==> src/rtl/uart_prog_loader_pkg.sv <==
// Shared constants and state encodings for the UART program loader.
package uart_prog_loader_pkg;

    // First byte of every program frame
    localparam logic [7:0] LOADER_SYNC = 8'hA5;

    // Error codes reported on err
    localparam logic [2:0] ERR_NONE    = 3'd0;
    localparam logic [2:0] ERR_COUNT   = 3'd1;
    localparam logic [2:0] ERR_FRAME   = 3'd2;
    localparam logic [2:0] ERR_TIMEOUT = 3'd3;
    localparam logic [2:0] ERR_CSUM    = 3'd4;

    // Frame-level loader states
    typedef enum logic [2:0] {
        ST_IDLE,
        ST_SYNC,
        ST_CNT_HI,
        ST_CNT_LO,
        ST_DATA,
        ST_CSUM,
        ST_DONE,
        ST_ERR
    } loader_state_t;

    // Byte receiver states
    typedef enum logic [1:0] {
        RX_IDLE,
        RX_START,
        RX_DATA,
        RX_STOP
    } rx_state_t;

endpackage

==> src/rtl/uart_byte_rx.sv <==
// 8N1 UART byte receiver: synchronizes rx, confirms the start bit at its
// midpoint, samples LSB-first at mid-bit, and flags a low stop bit.
module uart_byte_rx
    import uart_prog_loader_pkg::*;
#(
    parameter int BIT_CYC = 868
) (
    input  logic       clk_in,
    input  logic       RST,
    input  logic       rx,
    output logic       rx_valid,
    output logic [7:0] rx_byte,
    output logic       frame_err
);

    localparam int CNT_W = (BIT_CYC > 2) ? $clog2(BIT_CYC) : 2;
    localparam logic [CNT_W-1:0] HALF_LAST = CNT_W'(BIT_CYC / 2 - 1);
    localparam logic [CNT_W-1:0] BIT_LAST  = CNT_W'(BIT_CYC - 1);

    logic             rx_meta_reg, rx_sync_reg, rx_prev_reg;
    rx_state_t        state_reg, state_next;
    logic [CNT_W-1:0] cnt_reg, cnt_next;
    logic [2:0]       bit_idx_reg, bit_idx_next;
    logic [7:0]       shift_reg, shift_next;
    logic [7:0]       rx_byte_reg, rx_byte_next;
    logic             rx_valid_reg, rx_valid_next;
    logic             frame_err_reg, frame_err_next;

    // Two-flop synchronizer plus a delayed copy for falling-edge detection; idles high
    always_ff @(posedge clk_in) begin
        if (RST) begin
            rx_meta_reg <= 1'b1;
            rx_sync_reg <= 1'b1;
            rx_prev_reg <= 1'b1;
        end else begin
            rx_meta_reg <= rx;
            rx_sync_reg <= rx_meta_reg;
            rx_prev_reg <= rx_sync_reg;
        end
    end

    // State and datapath registers; reset also clears any half-received byte
    always_ff @(posedge clk_in) begin
        if (RST) begin
            state_reg     <= RX_IDLE;
            cnt_reg       <= '0;
            bit_idx_reg   <= '0;
            shift_reg     <= '0;
            rx_byte_reg   <= '0;
            rx_valid_reg  <= 1'b0;
            frame_err_reg <= 1'b0;
        end else begin
            state_reg     <= state_next;
            cnt_reg       <= cnt_next;
            bit_idx_reg   <= bit_idx_next;
            shift_reg     <= shift_next;
            rx_byte_reg   <= rx_byte_next;
            rx_valid_reg  <= rx_valid_next;
            frame_err_reg <= frame_err_next;
        end
    end

    // Bit timing: half a bit to mid-start, then one full bit per sample
    always_comb begin
        state_next     = state_reg;
        cnt_next       = cnt_reg + 1'b1;
        bit_idx_next   = bit_idx_reg;
        shift_next     = shift_reg;
        rx_byte_next   = rx_byte_reg;
        rx_valid_next  = 1'b0;
        frame_err_next = 1'b0;
        case (state_reg)
            RX_IDLE: begin
                cnt_next = '0;
                if (rx_prev_reg && !rx_sync_reg) state_next = RX_START;
            end
            RX_START: begin
                if (cnt_reg == HALF_LAST) begin
                    cnt_next     = '0;
                    bit_idx_next = '0;
                    // A line that is high again at mid-start was only a glitch
                    state_next   = rx_sync_reg ? RX_IDLE : RX_DATA;
                end
            end
            RX_DATA: begin
                if (cnt_reg == BIT_LAST) begin
                    cnt_next     = '0;
                    shift_next   = {rx_sync_reg, shift_reg[7:1]};
                    bit_idx_next = bit_idx_reg + 1'b1;
                    if (bit_idx_reg == 3'd7) state_next = RX_STOP;
                end
            end
            RX_STOP: begin
                if (cnt_reg == BIT_LAST) begin
                    cnt_next   = '0;
                    state_next = RX_IDLE;
                    if (rx_sync_reg) begin
                        rx_valid_next = 1'b1;
                        rx_byte_next  = shift_reg;
                    end else begin
                        frame_err_next = 1'b1;
                    end
                end
            end
            default: state_next = RX_IDLE;
        endcase
    end

    assign rx_valid  = rx_valid_reg;
    assign rx_byte   = rx_byte_reg;
    assign frame_err = frame_err_reg;

endmodule

==> src/rtl/uart_prog_loader.sv <==
// Receives a framed program image over UART and writes it word by word into
// the instruction store, holding the CPU in reset while loading.
module uart_prog_loader
    import uart_prog_loader_pkg::*;
#(
    parameter int CLK_HZ     = 100_000_000,
    parameter int BAUD       = 115200,
    parameter int ADDR_W     = 10,
    parameter int TIMEOUT_MS = 50
) (
    input  logic              clk_in,
    input  logic              RST,
    input  logic              uart_rx,
    input  logic              load_en,
    output logic              wr_en,
    output logic [ADDR_W-1:0] wr_addr,
    output logic [31:0]       wr_data,
    output logic              cpu_hold,
    output logic              done,
    output logic [2:0]        err,
    output logic [ADDR_W:0]   word_cnt
);

    localparam int BIT_CYC     = CLK_HZ / BAUD;
    localparam int TIMEOUT_CYC = (CLK_HZ / 1000) * TIMEOUT_MS;
    localparam int TMO_W       = $clog2(TIMEOUT_CYC + 1);
    localparam logic [TMO_W-1:0] TMO_LAST  = TMO_W'(TIMEOUT_CYC - 1);
    localparam logic [16:0]      MAX_WORDS = 17'(2 ** ADDR_W);

    logic        rx_valid, frame_err;
    logic [7:0]  rx_byte;
    logic [15:0] n_field;
    logic        in_frame;

    loader_state_t     state_reg, state_next;
    logic [7:0]        cnt_hi_reg, cnt_hi_next;
    logic [ADDR_W:0]   n_reg, n_next;
    logic [1:0]        byte_cnt_reg, byte_cnt_next;
    logic [31:0]       wr_data_reg, wr_data_next;
    logic [ADDR_W-1:0] wr_addr_reg, wr_addr_next;
    logic [ADDR_W:0]   word_cnt_reg, word_cnt_next;
    logic [7:0]        xor_reg, xor_next;
    logic              wr_en_reg, wr_en_next;
    logic              done_reg, done_next;
    logic [2:0]        err_reg, err_next;
    logic [TMO_W-1:0]  tmo_reg, tmo_next;

    uart_byte_rx #(
        .BIT_CYC(BIT_CYC)
    ) u_rx (
        .clk_in   (clk_in),
        .RST      (RST),
        .rx       (uart_rx),
        .rx_valid (rx_valid),
        .rx_byte  (rx_byte),
        .frame_err(frame_err)
    );

    assign n_field  = {cnt_hi_reg, rx_byte};
    // Timeout and framing errors only matter once a sync byte has been seen
    assign in_frame = (state_reg == ST_CNT_HI) || (state_reg == ST_CNT_LO) ||
                      (state_reg == ST_DATA)   || (state_reg == ST_CSUM);

    // Frame FSM state and datapath registers
    always_ff @(posedge clk_in) begin
        if (RST) begin
            state_reg    <= ST_IDLE;
            cnt_hi_reg   <= '0;
            n_reg        <= '0;
            byte_cnt_reg <= '0;
            wr_data_reg  <= '0;
            wr_addr_reg  <= '0;
            word_cnt_reg <= '0;
            xor_reg      <= '0;
            wr_en_reg    <= 1'b0;
            done_reg     <= 1'b0;
            err_reg      <= ERR_NONE;
            tmo_reg      <= '0;
        end else begin
            state_reg    <= state_next;
            cnt_hi_reg   <= cnt_hi_next;
            n_reg        <= n_next;
            byte_cnt_reg <= byte_cnt_next;
            wr_data_reg  <= wr_data_next;
            wr_addr_reg  <= wr_addr_next;
            word_cnt_reg <= word_cnt_next;
            xor_reg      <= xor_next;
            wr_en_reg    <= wr_en_next;
            done_reg     <= done_next;
            err_reg      <= err_next;
            tmo_reg      <= tmo_next;
        end
    end

    // Next-state logic: load_en drop wins, then line errors, then frame parsing
    always_comb begin
        state_next    = state_reg;
        cnt_hi_next   = cnt_hi_reg;
        n_next        = n_reg;
        byte_cnt_next = byte_cnt_reg;
        wr_data_next  = wr_data_reg;
        wr_addr_next  = wr_addr_reg;
        word_cnt_next = word_cnt_reg;
        xor_next      = xor_reg;
        wr_en_next    = 1'b0;
        done_next     = done_reg;
        err_next      = err_reg;
        // Gap counter restarts on every received byte
        tmo_next      = (in_frame && !rx_valid) ? tmo_reg + 1'b1 : '0;

        if (!load_en) begin
            // Partially written image stays in IS; only status is cleared
            state_next = ST_IDLE;
            done_next  = 1'b0;
            err_next   = ERR_NONE;
        end else if (in_frame && frame_err) begin
            state_next = ST_ERR;
            err_next   = ERR_FRAME;
        end else if (in_frame && tmo_reg == TMO_LAST) begin
            state_next = ST_ERR;
            err_next   = ERR_TIMEOUT;
        end else begin
            case (state_reg)
                ST_IDLE: state_next = ST_SYNC;
                ST_SYNC: begin
                    if (rx_valid && rx_byte == LOADER_SYNC) state_next = ST_CNT_HI;
                end
                ST_CNT_HI: begin
                    if (rx_valid) begin
                        cnt_hi_next = rx_byte;
                        state_next  = ST_CNT_LO;
                    end
                end
                ST_CNT_LO: begin
                    if (rx_valid) begin
                        if (n_field == 16'd0 || {1'b0, n_field} > MAX_WORDS) begin
                            state_next = ST_ERR;
                            err_next   = ERR_COUNT;
                        end else begin
                            n_next        = (ADDR_W + 1)'(n_field);
                            wr_addr_next  = '0;
                            word_cnt_next = '0;
                            xor_next      = '0;
                            byte_cnt_next = '0;
                            state_next    = ST_DATA;
                        end
                    end
                end
                ST_DATA: begin
                    // Address advances the cycle after each write strobe
                    if (wr_en_reg) begin
                        wr_addr_next = wr_addr_reg + 1'b1;
                        if (word_cnt_reg == n_reg) state_next = ST_CSUM;
                    end
                    if (rx_valid) begin
                        wr_data_next  = {wr_data_reg[23:0], rx_byte};
                        xor_next      = xor_reg ^ rx_byte;
                        byte_cnt_next = byte_cnt_reg + 1'b1;
                        if (byte_cnt_reg == 2'd3) begin
                            wr_en_next    = 1'b1;
                            word_cnt_next = word_cnt_reg + 1'b1;
                        end
                    end
                end
                ST_CSUM: begin
                    if (rx_valid) begin
                        if (rx_byte == xor_reg) begin
                            state_next = ST_DONE;
                            done_next  = 1'b1;
                        end else begin
                            state_next = ST_ERR;
                            err_next   = ERR_CSUM;
                        end
                    end
                end
                default: state_next = state_reg;
            endcase
        end
    end

    assign wr_en    = wr_en_reg;
    assign wr_addr  = wr_addr_reg;
    assign wr_data  = wr_data_reg;
    assign word_cnt = word_cnt_reg;
    assign done     = done_reg;
    assign err      = err_reg;
    // IDLE is only ever occupied with load_en low or straight after reset
    assign cpu_hold = (state_reg != ST_IDLE);

endmodule

==> config.mk <==
export PLATFORM = sky130hd
export DESIGN_NAME = uart_prog_loader
export DESIGN_NICKNAME = d
export VERILOG_FILES = /design/src/rtl/uart_prog_loader_pkg.sv /design/src/rtl/uart_byte_rx.sv /design/src/rtl/uart_prog_loader.sv
export SDC_FILE = /design/constraint.sdc
export NUM_CORES = 1
export LEC_CHECK = 0
export BUFFER_PORTS_ARGS = -buffer_cell sky130_fd_sc_hd__clkbuf_2
export CORE_ASPECT_RATIO = 1.25
export CORE_MARGIN = 2
export CORE_UTILIZATION = 45
export DETAILED_ROUTE_END_ITERATION = 10
export PLACE_DENSITY = 0.74
export SLEW_MARGIN = 20
export SYNTH_ARGS = -nofsm -noshare
export SYNTH_HDL_FRONTEND = slang
export SYNTH_SLANG_ARGS = --single-unit
==> constraint.sdc <==
create_clock -name clk_in -period 4.1 [get_ports clk_in]
set_input_delay 0.41 -clock clk_in [delete_from_list [all_inputs] [get_ports clk_in]]
set_output_delay 0.41 -clock clk_in [all_outputs]
set_load 0.03 [all_outputs]
======== Word-level counts from Yosys, hierarchy flattened ========
Index checks and enable logic that the tools add are counted.
Widths: inputs -> output; s select.
storage, ports and cells
  bits in registers ....................... 149
  input bits .............................. 4
  output and inout port bits .............. 59
  word-level logic and storage cells ...... 176
cells by class
  $add $sub $neg .......................... 6
  order comparisons ....................... 1
  equality and inequality tests ........... 41
  multiplexer cells ....................... 51
  bitwise gates (word level) .............. 10
  reduce and logical (&&, ||, !) cells .... 43
operators by type and width
  cell                   count
  $mux 10                5
  $mux 11                4
  $mux 3                 14
  $reduce_and 5->1       7
  $pmux 10 s3            1
  $mux 2                 12
  $mux 8                 3
  $add 23x1->23 const B  1
  $eq 23x23->1 const B   1
  $pmux 11 s2            1
  $reduce_and 7->1       3
  $add 10x1->10 const B  2
  $ne 2x1->1 const B     10
  $ne 4x1->1 const B     5
  $pmux 10 s2            1
  $pmux 3 s6             1
  $gt 16x11->1 const B   1
  $logic_not 16->1       1
  $pmux 8 s2             1
  $pmux 3 s2             2
  $add 11x1->11 const B  1
  $eq 11x11->1           1
  $eq 10x10->1 const B   1
  $eq 10x9->1 const B    1
  other kinds (36)       72

======== Depth between registers and ports, before layout ========
Gate-level depths: netlist of run 1.
  depth after elaboration ................. 7
  gate-level depth with buffers ........... 9

======== Modules after synthesis ========
From an unflattened synthesis of run 1, not the netlist that was laid out.
second synthesis, totals
  cell total of the unflattened synthesis .. 762
  area total of the unflattened synthesis .. 6701.4 sq um
modules (own cells, without submodules)
  module            times used  cells each  area an instance (sq um)
  uart_prog_loader  1           612         5202.5
  uart_byte_rx      1           150         1498.9

======== Worst setup path after synthesis of run 1 ========
No wires, ideal clock.
  path type ............................... register -> register
  start point ............................. register tmo_reg[0]
  end point ............................... register cnt_hi_reg[7]
  setup time .............................. 128 ps
  data arrival time ....................... 2125 ps
  data required time ...................... 3972 ps
  path slack .............................. 1847 ps
  stages on the path, launching flop included .. 10
  path buffers ............................ 2
  period minus slack after synthesis ...... 2253 ps
  cell sequence ........................... dfxtp_1 > ha_1 > nand4_2 > or4_4 > buf_6 > o2111a_2 > buf_6 > nand3_4 > mux2i_1 > nor2_1
between the ends
  longest elaborated chain between the ends .. 4
RTL lines
  what                        line                     RTL
  start: declaration          uart_prog_loader.sv:46   logic [TMO_W-1:0] tmo_reg, tmo_next;
  start signal: assignment    uart_prog_loader.sv:91   tmo_reg <= tmo_next;
  $eq 23x23->1                uart_prog_loader.sv:119  end else if (in_frame && tmo_reg == TMO_LAST) begin
  $logic_and 1x1->1           uart_prog_loader.sv:119
  $not 1->1 (no line)         --
  $reduce_and 5->1 (no line)  --
  end signal: assignment      uart_prog_loader.sv:81   cnt_hi_reg <= cnt_hi_next;
  end: declaration            uart_prog_loader.sv:36   logic [7:0] cnt_hi_reg, cnt_hi_next;
Every way passes these cells.
A chain may end at the register's enable or synchronous reset.

======== Worst setup path after layout of run 1 ========
  start point ............................. register tmo_reg[0]
  end point ............................... register wr_data_reg[1], in the netlist wr_data[1]
between the ends
  longest elaborated chain between the ends .. 4
RTL lines
  what                        line                     RTL
  $eq 23x23->1                uart_prog_loader.sv:119
  $logic_and 1x1->1           uart_prog_loader.sv:119
  $not 1->1 (no line)         --
  $reduce_and 5->1 (no line)  --
  end signal: assignment      uart_prog_loader.sv:84   wr_data_reg <= wr_data_next;
  end: declaration            uart_prog_loader.sv:39   logic [31:0] wr_data_reg, wr_data_next;
Every way passes these cells.

==> reports/metrics.yaml, run 1 <==
dr.pass1.iters: 5
fill_cells: 1315
holdCritStartpoint: "uart_rx"
synth_edf_count: 0
die_w_um: 113
fin_nets: 826
rsz0062_at_grt: "no"
max_stage_delay_ns: 0.62
multiInputGateArea_um2: 3370
finalSetupTns_ns: 0
ys.flop_type: "dfxtp_1"
dr.first_iter.drc_count: 321
clock_sinks: 149
final_common_cell: "dfxtp_1"
arrival_ns: 3.00
path_delay_family: "simple AND/OR/NAND/NOR gates"
diodes: 0
pin_count: 63
seq_area_um2: 2980
clock_latency_ns: 0.43
drive_gt1_share_pct: 16.6
grt_overflow: 0
syn_inst: 775
slowest_stage: "or4_4"
grt_util_met2_pct: 32.3
synthXorXnorAreaFrac_pct: 6.85
use_met3_pct: 3.98
largest_reg_flops: 32
drc_errors: 0
synth_nets: 787
die_h_um: 140
synth-async-reset-ratio_pct: 0
antenna_left: 0
timing.rr.start: "tmo_reg[0]"
synth_compound_area_share_pct: 13.8
period_share_pct: 64.6
yosys.area_share.simple_pct: 24.2
p_leak_uw: 0.00272
numCtsBuffers: 17
ctsResizeCount: 0
initial_core_util_pct: 46.2
core-area_um2: 14400
busiest_layer: "met2"
max_cap_violations: 0
cp-start-kind: "flip-flop"
worstSetupStartpoint: "tmo_reg[0]"
post-cts-setup-buffer-count: 0
routabilityCongestion: 0.853
synthAdderAreaFrac_pct: 1.50
antenna_found_initial: 0
crit_fanout: 32
die_area_um2: 15800
synth_cell_type_count: 68
synth-seq-cells: 149
avgSynthCellArea_um2: 8.58
grt_first_pass_wirelength_mm: 23.5
yosysWarnings: 0
outcome: "finished clean"
wl_per_cell_um: 13.8
vias_per_cell: 5.35
hold_path_class: "in -> reg"
postLayoutCellArea_um2: 7600
met1_usage_pct: 20.8
finalMaxSlewViolations: 0
ctsHtreeMaxLevel: 4
root_buffer: "clkbuf_16"
final_cell_mix: "dfxtp_1, nand2_1, nor2_1"
grt_pass1_vias: 5033
dp_slack_ns: 1.47
netlist_area_um2: 6650
num_rows: 49
syn_to_final_growth_pct: 14.2
cts_hold_buf: 0
peakVddDrop_mv: 0.297
finalSetupViolations: 0
end_kind: "flip-flop"
power_per_cell_area_nw_per_um2: 400
worst_pin_slew_ns: 1.08
vias: 5378
synthMuxAreaShare_pct: 4.21
postPlaceCellArea_um2: 6990
drt_wl_total_mm: 13.9
clock_skew_ns: 0.0138
port_buffers: 62
hold_viol: 0
path_class: "reg -> reg"
grt.total_usage_pct: 17.8
cts_tree: "yes"
fmax_mhz: 377
place_hpwl_mm: 9.26
worstPathRequired_ns: 4.45
synth_top_family_by_area: "simple AND/OR/NAND/NOR gates"
slew_headroom_pct: 28.0
totalPowerFinal_uw: 3040
clk_pin_slew_worst_paths_ns: 0.07
crit_buf_inv: 0
cts_buffer_depth: 2
period_needed_ns: 2.65
ys_seq_area_share_pct: 44.8
setup_slack_ns: 1.45
final_core_util_pct: 52.7
path_cells: "ha_1 -> nand4_2 -> or4_4 -> o2111a_2 -> nand2_2 -> nand2_1 -> a21oi_1"
grt_max_degree: 49
[cells in the mapped netlist, types with 8 or more instances]
cell	instances	area share, %
dfxtp_1	149	45
and3_1	10	0.94
xnor2_1	35	4.6
nand2_1	120	6.8
buf_2	11	0.83
o21ai_0	15	1.1
nand4_1	17	1.6
nor2_1	99	5.6
inv_1	18	1.0
clkbuf_1	25	1.4
o31ai_1	8	0.90
nor3_1	8	0.60
or3_1	14	1.3
a21oi_1	72	5.4
xor2_1	17	2.2
nand3_1	23	1.7
ha_1	8	1.5
mux2i_1	28	4.2
[per-layer routing]
| metal | part of all wire, % | vias to the layer above | wire length (um) |
|---|---|---|---|
| li1 | - | 2747 | - |
| met1 | 44 | 2546 | 6040 |
| met2 | 53 | 79 | 7310 |
| met3 | 3.0 | 6 | 418 |
| met4 | 0.76 | 0 | 105 |
| met5 | 0 | - | 0 |
[power breakdown]
group	switching (uW)	internal (uW)	leakage, uW	total [uW]
Sequential	4.68	1450	0.00120	1450
Combinational	35.3	12.3	0.00123	47.5
Clock	715	826	0.000292	1540
[worst register-to-register path, stage by stage (launching register included)]
cell	delay [ns]
dfxtp_1	0.37
ha_1	0.23
nand4_2	0.15
or4_4	0.62
o2111a_2	0.39
nand2_2	0.48
nand2_1	0.15
a21oi_1	0.19
[area by class of cell]
cell class	instances	share of cell area, %
clock buffer	17	5.60
clock inverter	15	2.37
inverter	18	0.889
multi-input combinational	561	44.4
sequential	149	39.3
tap	178	2.93
timing repair buffer	67	4.58
[cell families (layout without fill, tap and decap cells)]
family,count (synthesis),in the layout
buf+inv,65,117
fa+ha+maj,8,8
compound gates,138,138
simple gates,335,335
flops,149,149
mux,28,28
xor+xnor,52,52
[stage by stage]
step	std cells	hold slack, ns
2_1_floorplan	775	0.389
3_3_place_gp	973	0.392
3_5_place_dp	973	0.395
4_1_cts	1005	0.174
5_1_grt	1005	0.197
6_report	1005	0.181
[final timing paths]
kind | cells past startpoint | slack [ns] | end
min | 2 | 0.18 | u_rx.rx_meta_reg
max | 7 | 1.45 | wr_data[1]
min reg2reg | 1 | 0.41 | u_rx.rx_sync_reg
max reg2reg | 7 | 1.45 | wr_data[1]
(Power assumes the default switching activity.)
==> run 2, diff against run 1 <==
ABC_AREA = 1   (was default)
PLACE_DENSITY = 0.76   (was 0.74)
clock period = 2.24 ns   (was 4.1 ns; I/O delays follow)
==> reports/metrics.yaml, run 2 <==
clock_sinks: 149  # unchanged
num_rows: 51  # +4.1%
core-area_um2: 15600  # +8.5%
final_cell_mix: "nand2_1, dfxtp_1, nor2_1"
max_cap_violations: 0  # unchanged
finalMaxSlewViolations: 0  # unchanged
fin_cells: 1262  # +26%
die_w_um: 117  # +3.8%
drc_errors: 0  # unchanged
cts_tree: "yes"
grt.total_usage_pct: 21.0  # +3.1 points
worst_pin_slew_ns: 0.691  # -0.385 ns
synth.top_cell.area_share_pct: 41.5  # -3.4 points
seq_area_um2: 2980  # unchanged
clock_skew_ns: 0.0104  # -0.00343 ns
synth_cell_type_count: 42  # -38%
peakVddDrop_mv: 0.494  # +66%
clk_pin_slew_worst_paths_ns: 0.06  # about the same
outcome: "finished clean"
post-cts-setup-buffer-count: 0  # unchanged
period_share_pct: 89.5  # +25 points
slew_headroom_pct: 53.7  # +26 points
drt-met1-wl_mm: 7.31  # +21%
final_common_cell: "nand2_1"
port_buffers: 62  # unchanged
synth_nets: 991  # +26%
ys_seq_area_share_pct: 41.5  # -3.4 points
postPlaceCellArea_um2: 7670  # +9.7%
worstPathRequired_ns: 2.60  # -1.85 ns
finalSetupViolations: 0  # unchanged
dr.first_iter.drc_count: 433  # +35%
yosysWarnings: 0  # unchanged
crit_fanout: 11  # -66%
drive_gt1_share_pct: 15.4  # -1.1 points
dp.cells: 1231  # +27%
routabilityCongestion: 0.903  # +5.9%
cp-start-kind: "flip-flop"
setup_slack_ns: 0.236  # -1.21 ns
ctsResizeCount: 0  # unchanged
antenna_left: 0  # unchanged
holdCritStartpoint: "RST"
ctsHtreeMaxLevel: 4  # unchanged
yosysMostFrequentCell: "nand2_1"
fmax_mhz: 499  # +32%
cts_buffer_depth: 2  # unchanged
pin_count: 63  # unchanged
die_h_um: 145  # +3.9%
dr.pass1.iters: 5  # unchanged
multiInputGateArea_um2: 3670  # +8.8%
die_area_um2: 17000  # +7.8%
dp_slack_ns: 0.269  # -1.20 ns
p_leak_uw: 0.00313  # +15%
yosys-top-cells-count: "nand2_1, dfxtp_1, nor2_1"
largest_reg_flops: 32  # unchanged
power_per_cell_area_nw_per_um2: 817  # +100%
synth_top_area_cell: "dfxtp_1"
clock_latency_ns: 0.43  # about the same
diodes: 0  # unchanged
met2_length_mm: 8.88  # +22%
initial_core_util_pct: 46.0  # -0.18 points
grt_pass1_vias: 6318  # +26%
rsz0062_at_grt: "no"
place_hpwl_mm: 12.1  # +31%
ys.flop_type: "dfxtp_1"
numCtsBuffers: 17  # unchanged
drt_wl_total_mm: 17.2  # +24%
totalPowerFinal_uw: 6780  # +120%
grt_overflow: 0  # unchanged
worstSetupStartpoint: "tmo_reg[0]"
vias_per_cell: 5.26  # -1.7%
end_kind: "flip-flop"
path_class: "reg -> reg"
grt_first_pass_wirelength_mm: 29.0  # +23%
syn_inst: 979  # +26%
antenna_found_initial: 0  # unchanged
wl_per_cell_um: 13.6  # -1.2%
arrival_ns: 2.36  # -0.64 ns
syn_to_final_growth_pct: 15.5
synth_top_cells_by_area: "dfxtp_1, nand2_1, nor2_1, a21oi_1, nand4_1"
period_needed_ns: 2.00  # -0.646 ns
timing.rr.start: "tmo_reg[0]"
postLayoutCellArea_um2: 8300  # +9.2%
fin_nets: 1051  # +27%
grt_max_degree: 44  # -10%
root_buffer: "clkbuf_16"
synth-async-reset-ratio_pct: 0  # unchanged
dr_wl_met3_um: 648  # +55%
vias: 6637  # +23%
finalSetupTns_ns: 0  # unchanged
fill_cells: 1526  # +16%
synth-seq-cells: 149  # unchanged
hold_viol: 0  # unchanged
top_layer_used: "met4"
synth_edf_count: 0  # unchanged
avgSynthCellArea_um2: 7.34  # -14%
netlist_area_um2: 7190  # +8.1%
hold_path_class: "in -> reg"
-- run 2: changes by cell type after synthesis, moves of 29 or more --
cell / change
a21oi_1: +30
inv_1: +49
nand2_1: +63
nand4_1: +45
nor2_1: +45
o21ai_0: +29
-- run 2: cells by family after synthesis --
logic type / synth area share, %
and+or+nand+nor: 32.7
AOI/OAI and AO/OA: 11.4
DFF: 41.5
buffers and inverters: 7.48
xor gates and xnor gates: 5.60
adders and majority gates: 1.39
-- run 2: layout make-up --
cell class	instances	share of cell area, %
multi-input combinational	709	44.2
sequential	149	35.9
clock inverter	12	2.16
tap	212	3.20
timing repair buffer	82	5.58
inverter	80	3.65
clock buffer	18	5.29
-- run 2: path summary, 6_finish.rpt --
path / endpoint / slack (ns) / cells past startpoint
setup / recovery: n_reg[0] / 0.24 / 10
hold reg to reg: u_rx.rx_sync_reg / 0.42 / 1
setup reg to reg: n_reg[0] / 0.24 / 10
hold / removal: wr_addr[3] / 0.20 / 2
-- run 2: power breakdown --
part	switching [uW]	internal, uW	leakage, uW
Combinational	780	254	0.00163
Sequential	51.9	2700	0.00120
Clock	1120	1880	0.000295
-- run 2: critical path, cell delays in order (launching register included) --
cell	delay, ns
dfxtp_1	0.32
ha_1	0.23
nand3_2	0.12
nor2_1	0.07
inv_1	0.11
nor2_4	0.05
nand3_1	0.11
nor2_1	0.09
nor3_2	0.57
o21ai_0	0.15
nor2_1	0.10
-- run 2: repair_timing --
| action | 4_1_cts | 5_1_grt |
|---|---|---|
| hold buffers | 1 | 0 |
| setup endpoints to repair | 0 | 0 |
| hold endpoints to repair | 1 | 0 |
-- run 2: routing by layer --
metal / up-vias / GRT usage, %
met5: - / 0
met4: 0 / 8.00
met3: 29 / 4.30
met2: 121 / 36.1
met1: 3131 / 25.2
li1: 3356 / -
-- run 2: through the flow --
step | util, % | hold slack, ns
after floorplan | - | 0.328
after global placement | 49.1 | 0.411
after detailed placement | 49.1 | 0.406
after CTS | 53.1 | 0.183
after global routing | 53.1 | 0.197
final | 53.1 | 0.198
==> run 3, diff against run 2 <==
CORE_ASPECT_RATIO = 0.6   (was 1.25)
==> reports/metrics.yaml, run 3 (synthesis results as in run 2) <==
outcome: "finished, violations left"
violations: "design-rule violations"
totalPowerFinal_uw: 6650  # -2.0%
worst_pin_slew_ns: 0.675  # -0.0165 ns
drt_wl_total_mm: 17.8  # +3.7%
root_buffer: "clkbuf_16"
antenna_found_initial: 0  # unchanged
period_share_pct: 91.9  # +2.5 points
routabilityCongestion: 0.919  # +1.7%
path_class: "reg -> reg"
pin_count: 63  # unchanged
setup_slack_ns: 0.181  # -0.0549 ns
post-cts-setup-buffer-count: 0  # unchanged
min_to: "tmo_reg[18]"
die_area_um2: 17000  # +0.16%
hold_viol: 0  # unchanged
ctsHtreeMaxLevel: 4  # unchanged
clock_skew_ns: 0.0140  # +0.00358 ns
num_rows: 35  # -31%
finalSetupTns_ns: 0  # unchanged
cp-start-kind: "flip-flop"
grt_first_pass_wirelength_mm: 29.8  # +2.7%
r2r_cells: 10  # unchanged
final_cell_mix: "nand2_1, dfxtp_1, nor2_1"
dr_wl_met3_mm: 1.31  # +100%
top_layer_used: "met4"
vias_per_cell: 5.33  # +1.4%
fin_nets: 1050  # -0.095%
vias: 6689  # +0.78%
crit_fanout: 11  # unchanged
fill_cells: 1471  # -3.6%
min_path_cells: 4  # +2
timing.rr.end: "n_reg[0]"
drive_gt1_share_pct: 15.5  # +0.080 points
dp_slack_ns: 0.215  # -0.0538 ns
drt-met1-wl_mm: 9.35  # +28%
grt_pass1_vias: 5835  # -7.6%
ctsResizeCount: 0  # unchanged
p_leak_uw: 0.00312  # about the same
holdCritStartpoint: "RST"
clock_sinks: 149  # unchanged
clk_pin_slew_worst_paths_ns: 0.07  # about the same
largest_reg_flops: 32  # unchanged
place_hpwl_mm: 12.3  # +1.2%
slew_headroom_pct: 54.8  # +1.1 points
clock_latency_ns: 0.43  # about the same
port_buffers: 62  # unchanged
worstPathRequired_ns: 2.60  # about the same
initial_core_util_pct: 46.4  # +0.39 points
syn_to_final_growth_pct: 15.1
finalMaxSlewViolations: 0  # unchanged
core-area_um2: 15500  # -0.84%
grt_max_degree: 60  # +36%
rsz0062_at_grt: "no"
end_kind: "flip-flop"
diodes: 0  # unchanged
die_w_um: 167  # +43%
regToRegSetupSlack_ns: 0.18  # -0.05 ns
dr.pass1.iters: 8  # +3
antenna_left: 0  # unchanged
die_h_um: 102  # -30%
grt.total_usage_pct: 21.6  # +0.64 points
met2_length_mm: 7.00  # -21%
peakVddDrop_mv: 0.425  # -14%
drc_errors: 4  # +4
timing.rr.start: "tmo_reg[0]"
arrival_ns: 2.42  # +0.06 ns
period_needed_ns: 2.06  # +0.0549 ns
numCtsBuffers: 17  # unchanged
max_cap_violations: 0  # unchanged
cts_tree: "yes"
finalSetupViolations: 0  # unchanged
cts_buffer_depth: 2  # unchanged
power_per_cell_area_nw_per_um2: 803  # -1.7%
hold_path_class: "in -> reg"
dr.first_iter.drc_count: 614  # +42%
final_common_cell: "nand2_1"
grt_overflow: 0  # unchanged
wl_per_cell_um: 14.2  # +4.3%
fmax_mhz: 486  # -2.7%
[run 3: worst max-delay path by stage]
stage | startpoint | to | slack (ns)
finish | tmo_reg[0] | n_reg[0] | 0.18
CTS | tmo_reg[0] | n_reg[0] | 0.18
global route | tmo_reg[0] | n_reg[0] | 0.05
global placement | tmo_reg[0] | xor_reg[7] | 0.34
floorplan | tmo_reg[0] | xor_reg[7] | 0.58
detailed placement | tmo_reg[0] | n_reg[0] | 0.22
[run 3: area by class of cell]
type,instances,area (um^2),area share (%)
multi-input cells,709,3670,44.3
well taps,203,254,3.07
clock buffers,17,425,5.14
clock inverters,15,176,2.13
repair buffers,81,468,5.65
flip-flops and latches,149,2980,36.0
inverters,80,303,3.66
[run 3: layer usage]
layer,vias up,global-route usage [%]
met3,18,4.38
li1,3369,-
met5,-,0
met2,229,29.8
met4,0,6.29
met1,3073,33.5
[run 3: where the power goes]
part / leakage (uW) / internal (uW) / total (uW) / switching, uW
registers: 0.00120 / 2690 / 2750 / 54.2
logic: 0.00163 / 247 / 1040 / 795
clock network: 0.000293 / 1510 / 2860 / 1350
total: 0.00312 / 4450 / 6650 / 2200
[run 3: through the flow]
stage / util, % / hold slack, ns / cells / instance area, um^2
after floorplan: - / 0.328 / 979 / 7190
after global placement: 49.5 / 0.392 / 1221 / 7670
after detailed placement: 49.5 / 0.416 / 1221 / 7670
after CTS: 53.4 / 0.162 / 1254 / 8280
after global routing: 53.4 / 0.196 / 1254 / 8280
final: 53.4 / 0.165 / 1254 / 8280
[run 3: timing repair]
action,in CTS,in global routing
setup endpoints to repair,0,0
endpoints found under the hold margin,1,0
hold buffers,1,0
[run 3: critical path, cell delays in order (launching register included)]
cell	delay [ns]
dfxtp_1	0.33
ha_1	0.23
nand3_2	0.15
nor2_1	0.07
inv_1	0.11
nor2_4	0.05
nand3_1	0.09
nor2_1	0.07
nor3_2	0.56
o21ai_0	0.19
nor2_1	0.14
